==> config.mk <==
export PLATFORM = sky130hd
export DESIGN_NAME = jpeg_block_sequencer
export DESIGN_NICKNAME = d
export VERILOG_FILES = /design/src/rtl/jpeg_seq_pkg.sv /design/src/rtl/jpeg_block_sequencer_align.sv /design/src/rtl/jpeg_block_sequencer.sv
export SDC_FILE = /design/constraint.sdc
export NUM_CORES = 1
export LEC_CHECK = 0
export BUFFER_PORTS_ARGS = -buffer_cell sky130_fd_sc_hd__buf_2
export CORE_MARGIN = 3
export CORE_UTILIZATION = 40
export DETAILED_ROUTE_END_ITERATION = 12
export HOLD_SLACK_MARGIN = 0.15
export MAX_ROUTING_LAYER = met4
export PLACE_DENSITY = 0.68
export SETUP_SLACK_MARGIN = 0.05
export SYNTH_ARGS = -nofsm -noshare
export SYNTH_HDL_FRONTEND = slang
export SYNTH_SLANG_ARGS = --single-unit
export TNS_END_PERCENT = 50
==> constraint.sdc <==
create_clock -name clock -period 4.62 [get_ports clock]
set_input_delay 0.924 -clock clock [delete_from_list [all_inputs] [get_ports clock]]
set_output_delay 0.924 -clock clock [all_outputs]
set_load 0.01 [all_outputs]
==> src/rtl/jpeg_seq_pkg.sv <==
// Shared state encoding, block size and saturating helper for the JPEG block sequencer.
package jpeg_seq_pkg;

  typedef enum logic [3:0] {
    IDLE       = 4'd0,
    LOAD       = 4'd1,
    DRAIN      = 4'd2,
    DCT        = 4'd3,
    DCT_END    = 4'd4,
    ZZ_LOAD    = 4'd5,
    ZZ         = 4'd6,
    HUFF_START = 4'd7,
    HUFF_WAIT  = 4'd8
  } state_t;

  localparam int unsigned BLK_PIXELS = 64;

  function automatic logic [15:0] sat_inc16(input logic [15:0] v);
    return (v == 16'hFFFF) ? 16'hFFFF : v + 16'd1;
  endfunction

endpackage

==> src/rtl/jpeg_block_sequencer_align.sv <==
// RGB_LAT-deep 1-bit delay line that lines pixel accepts up with Y_data valid.
// A latency of 0 still costs one register so the strobe is always registered.
module jpeg_strobe_align #(
  parameter int unsigned LAT = 1
) (
  input  logic clock,
  input  logic reset_n,
  input  logic i_clr,
  input  logic i_in,
  output logic o_out,
  output logic o_empty
);

  localparam int unsigned DEPTH = (LAT == 0) ? 1 : LAT;

  logic [DEPTH-1:0] r_sr;

  // Shift register; a synchronous clear drops every in-flight pixel.
  always_ff @(posedge clock or negedge reset_n) begin
    if (!reset_n) begin
      r_sr <= {DEPTH{1'b0}};
    end else if (i_clr) begin
      r_sr <= {DEPTH{1'b0}};
    end else begin
      r_sr[0] <= i_in;
      for (int i = 1; i < int'(DEPTH); i++) begin
        r_sr[i] <= r_sr[i-1];
      end
    end
  end

  assign o_out   = r_sr[DEPTH-1];
  assign o_empty = (r_sr == {DEPTH{1'b0}});

endmodule

==> src/rtl/jpeg_block_sequencer.sv <==
// Sequences one 8x8 block through the Y-path JPEG encoder and drives its control strobes.
// Optional JPEG_SEQ_PERF_EN adds block and cycle counters (blk_count, last_blk_cycles).
module jpeg_block_sequencer
  import jpeg_seq_pkg::*;
#(
  parameter int unsigned RGB_LAT    = 1,
  parameter int unsigned DCT_CYCLES = 8,
  parameter int unsigned ZZ_ROWS    = 8
) (
  input  logic       clock,
  input  logic       reset_n,
  input  logic       start,
  input  logic       abort,
  input  logic       pix_valid,
  output logic       pix_ready,
  input  logic       huffman_done,
  output logic       input_enable,
  output logic       input_1pix_enable,
  output logic       dct_enable,
  output logic       dct_end_enable,
  output logic       zigzag_input_enable,
  output logic       zigag_enable,
  output logic [7:0] matrix_row,
  output logic       Huffman_start,
  output logic       busy,
  output logic       block_done
`ifdef JPEG_SEQ_PERF_EN
  ,
  output logic [15:0] blk_count,
  output logic [15:0] last_blk_cycles
`endif
);

  state_t     r_state;
  state_t     w_next;
  logic [6:0] r_pix_cnt;
  logic [7:0] r_dct_cnt;
  logic [7:0] r_row;
  logic       r_input_enable, r_dct_enable, r_dct_end, r_zz_load, r_zz_en;
  logic       r_huff_start, r_busy, r_block_done;
  logic       w_accept, w_align_empty, w_dct_done, w_last_row, w_blk_done;

  assign pix_ready  = (r_state == LOAD) && (r_pix_cnt < 7'(BLK_PIXELS));
  assign w_accept   = pix_valid && pix_ready;
  assign w_dct_done = (r_dct_cnt == 8'(DCT_CYCLES - 1));
  assign w_last_row = (r_row == 8'(ZZ_ROWS - 1));
  // abort suppresses a completion seen in the same cycle
  assign w_blk_done = (r_state == HUFF_WAIT) && huffman_done && !abort;

  jpeg_strobe_align #(.LAT(RGB_LAT)) u_align (
    .clock   (clock),
    .reset_n (reset_n),
    .i_clr   (abort),
    .i_in    (w_accept),
    .o_out   (input_1pix_enable),
    .o_empty (w_align_empty)
  );

  // State register.
  always_ff @(posedge clock or negedge reset_n) begin
    if (!reset_n) begin
      r_state <= IDLE;
    end else begin
      r_state <= w_next;
    end
  end

  // Next-state logic; abort overrides every state.
  always_comb begin
    w_next = r_state;
    if (abort) begin
      w_next = IDLE;
    end else begin
      case (r_state)
        IDLE:       if (start) w_next = LOAD; else w_next = IDLE;
        LOAD:       if (w_accept && (r_pix_cnt == 7'(BLK_PIXELS - 1))) w_next = DRAIN; else w_next = LOAD;
        DRAIN:      if (w_align_empty) w_next = DCT; else w_next = DRAIN;
        DCT:        if (w_dct_done) w_next = DCT_END; else w_next = DCT;
        DCT_END:    w_next = ZZ_LOAD;
        ZZ_LOAD:    w_next = ZZ;
        ZZ:         if (w_last_row) w_next = HUFF_START; else w_next = ZZ;
        HUFF_START: w_next = HUFF_WAIT;
        HUFF_WAIT:  if (huffman_done) w_next = IDLE; else w_next = HUFF_WAIT;
        default:    w_next = IDLE;
      endcase
    end
  end

  // Counters reload on state entry, so none of them can wrap.
  always_ff @(posedge clock or negedge reset_n) begin
    if (!reset_n) begin
      r_pix_cnt <= 7'd0;
      r_dct_cnt <= 8'd0;
      r_row     <= 8'd0;
    end else begin
      if (abort || (r_state == IDLE)) begin
        r_pix_cnt <= 7'd0;
      end else if (w_accept) begin
        r_pix_cnt <= r_pix_cnt + 7'd1;
      end
      r_dct_cnt <= ((r_state == DCT) && (w_next == DCT)) ? r_dct_cnt + 8'd1 : 8'd0;
      r_row     <= ((r_state == ZZ) && (w_next == ZZ)) ? r_row + 8'd1 : 8'd0;
    end
  end

  // Strobes are decoded from the next state so they line up with the state they belong to.
  always_ff @(posedge clock or negedge reset_n) begin
    if (!reset_n) begin
      r_input_enable <= 1'b0;
      r_dct_enable   <= 1'b0;
      r_dct_end      <= 1'b0;
      r_zz_load      <= 1'b0;
      r_zz_en        <= 1'b0;
      r_huff_start   <= 1'b0;
      r_busy         <= 1'b0;
      r_block_done   <= 1'b0;
    end else begin
      r_input_enable <= (r_state == IDLE) && (w_next == LOAD);
      r_dct_enable   <= (w_next == DCT);
      r_dct_end      <= (w_next == DCT_END);
      r_zz_load      <= (w_next == ZZ_LOAD);
      r_zz_en        <= (w_next == ZZ);
      r_huff_start   <= (w_next == HUFF_START);
      r_busy         <= (w_next != IDLE);
      r_block_done   <= w_blk_done;
    end
  end

  assign input_enable        = r_input_enable;
  assign dct_enable          = r_dct_enable;
  assign dct_end_enable      = r_dct_end;
  assign zigzag_input_enable = r_zz_load;
  assign zigag_enable        = r_zz_en;
  assign matrix_row          = r_row;
  assign Huffman_start       = r_huff_start;
  assign busy                = r_busy;
  assign block_done          = r_block_done;

`ifdef JPEG_SEQ_PERF_EN
  logic [15:0] r_blk_count, r_cyc, r_last;

  // Block counter and start-to-done cycle measurement; abort leaves them alone.
  always_ff @(posedge clock or negedge reset_n) begin
    if (!reset_n) begin
      r_blk_count <= 16'd0;
      r_cyc       <= 16'd0;
      r_last      <= 16'd0;
    end else begin
      if ((r_state == IDLE) && (w_next == LOAD)) begin
        r_cyc <= 16'd1;
      end else if (r_state != IDLE) begin
        r_cyc <= sat_inc16(r_cyc);
      end
      if (w_blk_done) begin
        r_blk_count <= r_blk_count + 16'd1;
        r_last      <= sat_inc16(r_cyc);
      end
    end
  end

  assign blk_count       = r_blk_count;
  assign last_blk_cycles = r_last;
`endif

endmodule

Yosys cells after proc, flatten, opt, wreduce, memory -nomap -nowiden
Index checks and enable logic that the tools add are counted.
{ "classes": {"add_sub_neg": 3, "order_cmp": 1, "eq_ne": 17, "muxes": 13, "reduce_logical": 13} }
{ "op_table": {"columns": ["op", "n"], "rows": [
  ["one-hot mux 4 bit (9 select lines)", 1],
  ["== test 4 x 3 -> 1 bit (second input constant)", 8],
  ["adder 8 x 1 -> 8 bit (second input constant)", 2],
  ["== test 8 x 3 -> 1 bit (second input constant)", 2],
  ["2-to-1 mux 8 bit", 2],
  ["2-to-1 mux 7 bit", 2],
  ["== test 4 x 2 -> 1 bit (second input constant)", 3],
  ["== test 4 x 1 -> 1 bit (second input constant)", 2],
  ["logical AND 1 bit", 8],
  ["2-to-1 mux 4 bit", 2],
  ["adder 7 x 1 -> 7 bit (second input constant)", 1],
  ["== test 7 x 6 -> 1 bit (second input constant)", 1],
  ["< comparator 7 bit (second input constant)", 1],
  ["== test 4 bit (second input constant)", 1],
  ["logical NOT 4 bit", 1],
  ["2-to-1 mux 1 bit", 4],
  ["nonzero test 4 bit", 1],
  ["2-to-1 mux 3 bit", 1],
  ["2-to-1 mux 2 bit", 1],
  ["nonzero test 2 bit", 1],
  ["logical NOT 1 bit", 1],
  ["logical OR 1 bit", 1]
]} }
{ "totals": {"reg_bits": 36, "input_bits": 6, "elab_cells": 60} }

Logic depth before layout (Yosys ltp)
Gate-level depths: netlist of run 1.
{ "logic_depth": {"depth_word": 10, "mapped_depth": 7, "depth_no_buf": 6} }

Cells and area by module
A second synthesis of run 1 with hierarchy kept.
{ "unflattened": {"cells_unflattened": 168, "hier_area_um2": 1752.9} }
{ "modules_own_cells": {"columns": ["mod", "instances", "cells_each", "area_per_inst_um2", "seq_area_each_um2"], "rows": [
  ["jpeg_block_sequencer", 1, 165, 1710.4, 875.8],
  ["jpeg_strobe_align", 1, 3, 42.5, 25.0]
]} }

Worst setup path before layout of run 1
OpenSTA, ideal clock, no wires.
{ "synth_path": {"path_type": "input to register", "startpoint": "input abort", "endpoint": "register r_zz_en (netlist: zigag_enable)", "setup_time_ns": 0.096, "arrival_ns": 2.213, "required_ns": 4.524, "path_slack_ns": 2.311, "cell_stages": 6, "path_cell_list": "clkbuf_1 or4_1 buf_6 nor4_4 a21oi_2 nor4_2"} }
{ "synth_between": {"elab_chain_len": 2} }
{ "synth_rtl": {"columns": ["item", "line", "text"], "rows": [
  ["start: declaration", "jpeg_block_sequencer.sv:13", "input logic abort,"],
  ["2-to-1 mux 4 bit", "jpeg_block_sequencer.sv:71", "if (abort) begin"],
  ["== test 4 x 3 -> 1 bit", "jpeg_block_sequencer.sv:122", "r_zz_en <= (w_next == ZZ);"],
  ["end signal: assignment", "jpeg_block_sequencer.sv:122", null],
  ["end: declaration", "jpeg_block_sequencer.sv:39", "logic r_input_enable, r_dct_enable, r_dct_end, r_zz_load, r_zz_en;"]
]} }
No other way between the ends.
A chain may end at the register's enable or synchronous reset.

Final worst setup path of run 1
{ "layout_path": {"startpoint": "register r_state[2]", "endpoint": "output pix_ready"} }
{ "layout_between": {"elab_chain_len": 2} }
{ "layout_rtl": {"columns": ["item", "line", "text"], "rows": [
  ["start: declaration", "jpeg_block_sequencer.sv:34", "state_t r_state;"],
  ["start signal: assignment", "jpeg_block_sequencer.sv:64", "r_state <= w_next;"],
  ["== test 4 x 1 -> 1 bit", "jpeg_block_sequencer.sv:43", "assign pix_ready = (r_state == LOAD) && (r_pix_cnt < 7'(BLK_PIXELS));"],
  ["logical AND 1 bit", "jpeg_block_sequencer.sv:43", null],
  ["end: declaration", "jpeg_block_sequencer.sv:15", "output logic pix_ready,"]
]} }
No other way between the ends.

==> flow_summary.yaml, run 1 <==
timing:
  clock-skew-final_ns: 0.00665
  fin_crit_ns: 2.55
  fmax_ghz: 0.391
  slew_violations: 0
  rsz0062_at_grt: "false"
  period_share_pct: 55.3
  tightest_slew_ns: 0.769
  fin_tns_setup_ns: 0
  whs_ns: 0.527
  setup_viol: 0
  slew_headroom_pct: 48.7
  hold_violations: 0
routing:
  highest_layer: "met4"
  dr.pass1.iters: 4
  vias_per_cell: 5.22
  antenna_left: 0
  met3_length_um: 165
  drcViolationCount: 0
  wirelength_um: 3290
  drt-met1-wl_um: 1680
  vias: 1263
  wl_met2_um: 1400
  avgRoutedWirePerCell_um: 13.6
  drtIter0Drc: 55
logic_synthesis:
  synth-edff-count: 0
  async_reset_ff_share_pct: 100
  yosys.area.top_type_share_pct: 50.0
  synthTopCellsByArea: "dfrtp_1 50%, xor2_1 6.3%, nor2_1 5.8%, nand3_1 2.8%, nor3_1 2.5%"
  synth_flop_cell: "dfrtp_1"
  yosys.area.top_type: "dfrtp_1"
  synth_fp_nets: 177
  ys_ff_latch: 36
  yosys.cell_types.count: 45
  yosysWarnings: 0
  synth.cell_area_um2: 1800
  synth_seq_area_share_pct: 50.0
  postSynthCellCount: 168
  syn_avg_cell_area_um2: 10.7
global_routing:
  grt_pass1_wl_um: 5660
  grt_overflow_total: 0
  grt_max_degree: 37
  antenna_found_initial: 0
  grtUsageTotal_pct: 14.4
  grt_pass1_vias: 1186
cells_and_area:
  drive_gt1_share_pct: 24.0
  num_antenna_cells: 0
  regArea_um2: 901
  syn_to_final_growth_pct: 14.2
  fin_nets: 200
  multi_input_area_um2: 837
  nFillCells: 384
run_status:
  status: "complete, no violations"
clock_network:
  clock_sinks: 36
  clk_path_buf_depth: 2
  cts_tree: "built"
  htreeDepth: 2
  cts_setup_buffers: 0
  cts_resized: 0
  cts_hold_buf: 0
  cts_made_buffers: 5
  clkTransAtPathRegs_ns: 0.07
  root_buffer: "clkbuf_8"
  clk_latency_ns: 0.29
floorplanning:
  die_area_um2: 5340
  core-area_um2: 4170
  die_w_um: 73.1
  row_count: 23
  chipHeight_um: 73.1
  initial_utilization_pct: 43.1
  pin_count: 24
pwr:
  p_leak_nw: 0.943
  vdd_ir_drop_max_mv: 0.147
  power.density_nw_per_um2: 318
setup_path:
  required_ns: 3.70
  critPathMaxFanout: 10
  start_kind: "flop"
  critPathArrivalTime_ns: 1.63
  cp-end-kind: "output port"
  path_class: "flop to output port"
run:
  maxCapViolCount: 0
min_path:
  hp-class: "flop to flop"
placement:
  io_buffers: 23
  dp_hpwl_um: 2350
  routabilityCongestion: 0.805
final timing paths:
kind                       slack, ns             to         start  cells past startpoint
setup / recovery                2.07      pix_ready    r_state[2]                      3
hold / removal                  0.53   r_dct_cnt[0]  r_dct_cnt[0]                      1
setup reg to reg                2.63   zigag_enable    r_state[0]                      5
hold reg to reg                 0.53   r_dct_cnt[0]  r_dct_cnt[0]                      1
max in group asynchronous       3.42   r_pix_cnt[6]       reset_n                      1
min in group asynchronous       0.71  matrix_row[6]       reset_n                      1
synth_stat cells (2+ instances only):
cell      instances
a211oi_1          2
and3_1            5
buf_2             2
buf_6             2
clkbuf_1          2
dfrtp_1          36
ha_1              3
inv_1             4
nand2_1           5
nand2b_1          3
nand3_1          10
nand3b_1          2
nand4_1           3
nor2_1           28
nor3_1            9
nor3b_1           3
nor4b_1           2
o21bai_1          4
or2_4             2
xnor2_1           4
xor2_1           13
cells in the final DEF (no fill, tap or decap), types with 5 or more instances in the layout:
master,n
and3_1,5
buf_2,23
clkbuf_8,7
dfrtp_1,36
nand2_1,5
nand3_1,10
nor2_1,28
nor3_1,9
xor2_1,13
flip-flops by register name, indices dropped and copies added, names as in the netlist, 4 cells and up:
register    cells
r_dct_cnt       8
r_state         4
matrix_row      8
r_pix_cnt       7
kinds of logic after synthesis:
group,Yosys count,synth area share (%)
fa+ha+maj,3,2.09
compound gates,16,7.99
flops,36,50.0
buf+inv,11,3.47
simple gates,85,28.1
xor+xnor,17,8.27
per-layer routing:
| layer | up-vias | track usage (%) |
|---|---|---|
| met1 | 598 | 20.1 |
| met3 | 5 | 2.62 |
| li1 | 631 | - |
| met5 | - | - |
| met4 | 0 | 7.99 |
| met2 | 29 | 19.5 |
metrics by stage:
step                cells  power, W  area [µm²]  util (%)  worst slack, ns
floorplan             168  0.000346        1800         -             2.31
global route          242  0.000677        2060      49.3             1.99
detailed placement    234  0.000361        1930      46.3             2.14
finish                242  0.000653        2060      49.3             2.07
global placement      234  0.000361        1930      46.3             2.16
CTS                   242  0.000664        2060      49.3             2.06
where the power goes:
part	internal (W)	switching, W
registers	0.000318	0.00000287
logic	0.0000123	0.0000215
clock network	0.000190	0.000108
total	0.000520	0.000133
worst max-delay path: stages (launching register included):
cell and delay [ns]:
dfrtp_1 0.49, or4b_4 0.62, nor2_1 0.10, buf_2 0.13
cell type report:
cell class / instances / share of cell area [%]
timing repair buffer: 23 / 5.60
clock inverter: 1 / 1.46
tap: 50 / 3.04
multi-input combinational: 121 / 40.7
sequential: 36 / 43.8
inverter: 4 / 0.730
clock buffer: 7 / 4.68
Note: power is estimated with default switching activity, not from simulation.
==> inputs of run 2 (changes only) <==
- PLACE_DENSITY: 0.68 -> 0.7
- clock period: 4.62 -> 2.2 ns (I/O delays scaled with it)
==> run 2 against run 1 <==
  * Critical path depth unchanged
  * Clock power is 59% higher
  * Combinational power is 110% higher
  * Core utilization shrank 0.60 points
  * Sequential power increased by 110%
  * Wire length up 6.6%
  * Worst setup slack got worse by 1.9 ns
==> flow_summary.yaml, run 2 (same netlist as run 1, synthesis figures left out) <==
clock_network:
  cts_resized: 0
  cts_hold_buf: 0
  clk_latency_ns: 0.28
  cts_setup_buffers: 0
  htreeDepth: 2
  clock_sinks: 36
  cts_made_buffers: 5
  clk_path_buf_depth: 2
  clkTransAtPathRegs_ns: 0.07
  cts_tree: "built"
  root_buffer: "clkbuf_8"
timing:
  hold_violations: 0
  fin_tns_setup_ns: 0
  fin_crit_ns: 2.06
  clock-skew-final_ns: 0.00851
  slew_headroom_pct: 47.5
  period_share_pct: 93.6
  slew_violations: 0
  tightest_slew_ns: 0.787
  fmax_ghz: 0.485
  finalWorstSetupSlack_ns: 0.140
  setup_viol: 0
  rsz0062_at_grt: "false"
cells_and_area:
  regArea_um2: 905
  final_util_pct: 48.7
  multi_input_area_um2: 837
  drive_gt1_share_pct: 24.9
  num_antenna_cells: 0
  syn_to_final_growth_pct: 12.9
  fin_area_um2: 2030
  final_common_cell: "dfrtp_1"
  fin_nets: 201
  nFillCells: 400
  final_cell_mix: "33 x dfrtp_1, 28 x nor2_1, 23 x buf_2"
setup_path:
  required_ns: 1.76
  startpoint: "r_state[2]"
  r2r_slack_ns: 0.26
  max_stage_delay_ns: 0.60
  crit_cells: 3
  cpMaxStageDelayCell: "or4b_4"
  timing.rr.start: "r_dct_cnt[5]"
  start_kind: "flop"
  path_class: "flop to output port"
  cp_top_family: "simple AND/OR/NAND/NOR gates"
  critPathMaxFanout: 10
  path_buf_inv: 1
  cp-end-kind: "output port"
  path_cells: "or4b_4 -> nor2_1 -> buf_2"
  timing.rr.end: "input_enable"
  rr_worst_depth: 5
  critPathArrivalTime_ns: 1.62
  critPathCapture: "pix_ready"
routing:
  vias_per_cell: 5.37
  wirelength_um: 3510
  avgRoutedWirePerCell_um: 14.4
  drcViolationCount: 0
  dr.pass1.iters: 4
  drtIter0Drc: 71
  antenna_left: 0
  vias: 1304
floorplanning:
  chipHeight_um: 73.1
  pin_count: 24
  core-area_um2: 4170
  die_area_um2: 5340
  row_count: 23
  die_w_um: 73.1
  initial_utilization_pct: 43.1
run:
  maxCapViolCount: 0
placement:
  placed_area_um2: 1940
  dp_hpwl_um: 2490
  io_buffers: 23
  dpl_worst_slack_ns: 0.256
  routabilityCongestion: 0.802
min_path:
  hp-class: "input port to asynchronous set/reset pin"
pwr:
  power.density_nw_per_um2: 600
  p_leak_nw: 0.924
  vdd_ir_drop_max_mv: 0.441
global_routing:
  grt_pass1_vias: 1286
  antenna_found_initial: 0
  grt_overflow_total: 0
  grt_max_degree: 37
  grtUsageTotal_pct: 14.8
  grt_pass1_wl_um: 6050
run_status:
  status: "complete, no violations"
==> run 2: cell types whose count changed in the layout (fill, tap and decap cells not counted) <==
cell / delta
buf_4: +1
bufinv_16: -1
clkbuf_1: +2
clkbuf_8: -1
dfrtp_1: -3
dfrtp_2: +3
==> run 2: worst reg2reg max path, cell delays in order (launching register included) <==
cell     delay [ns]
dfrtp_1        0.42
or4_4          0.56
nor3_2         0.24
o41ai_1        0.13
or2_4          0.27
and4b_1        0.21
==> run 2: how the worst min path moves through the flow <==
stage                             from             to  cells after the start
after global routing           reset_n   r_pix_cnt[5]                      1
after CTS                      reset_n   r_pix_cnt[3]                      1
after floorplan                reset_n  Huffman_start                      0
after global placement    r_dct_cnt[0]   r_dct_cnt[0]                      1
after detailed placement  r_dct_cnt[0]   r_dct_cnt[0]                      1
final                          reset_n     r_state[2]                      1
==> run 2: report_power, final <==
group / switching [W] / internal, W / total [W] / leakage [nW]
logic: 0.0000447 / 0.0000259 / 0.0000706 / 0.383
clock network: 0.000219 / 0.000255 / 0.000475 / 0.0455
registers: 0.00000659 / 0.000668 / 0.000674 / 0.495
total: 0.000271 / 0.000949 / 0.00122 / 0.924
==> run 2: through the flow <==
| step | total power (W) | hold slack (ns) | instances |
|---|---|---|---|
| floorplan | 0.000727 | 0.144 | 168 |
| global placement | 0.000756 | 0.510 | 235 |
| detailed placement | 0.000758 | 0.522 | 235 |
| CTS | 0.00123 | 0.265 | 243 |
| global route | 0.00127 | 0.307 | 243 |
| finish | 0.00122 | 0.242 | 243 |
==> run 2: cell type report <==
cell class                 instances  share of cell area [%]
sequential                        36                    44.5
multi-input combinational        121                    41.2
timing repair buffer              24                    6.03
clock buffer                       8                    4.43
tap                               50                    3.08
inverter                           4                   0.739
==> run 2: layer usage <==
layer  vias up  wire, µm  part of all wire [%]  global-route usage, %
li1        628         -                     -                      -
met1       640      1700                    48                   20.6
met2        34      1600                    46                   21.4
met3         2       176                   5.0                   3.72
met4         0        31                  0.88                   3.89
met5         -         0                     0                      -
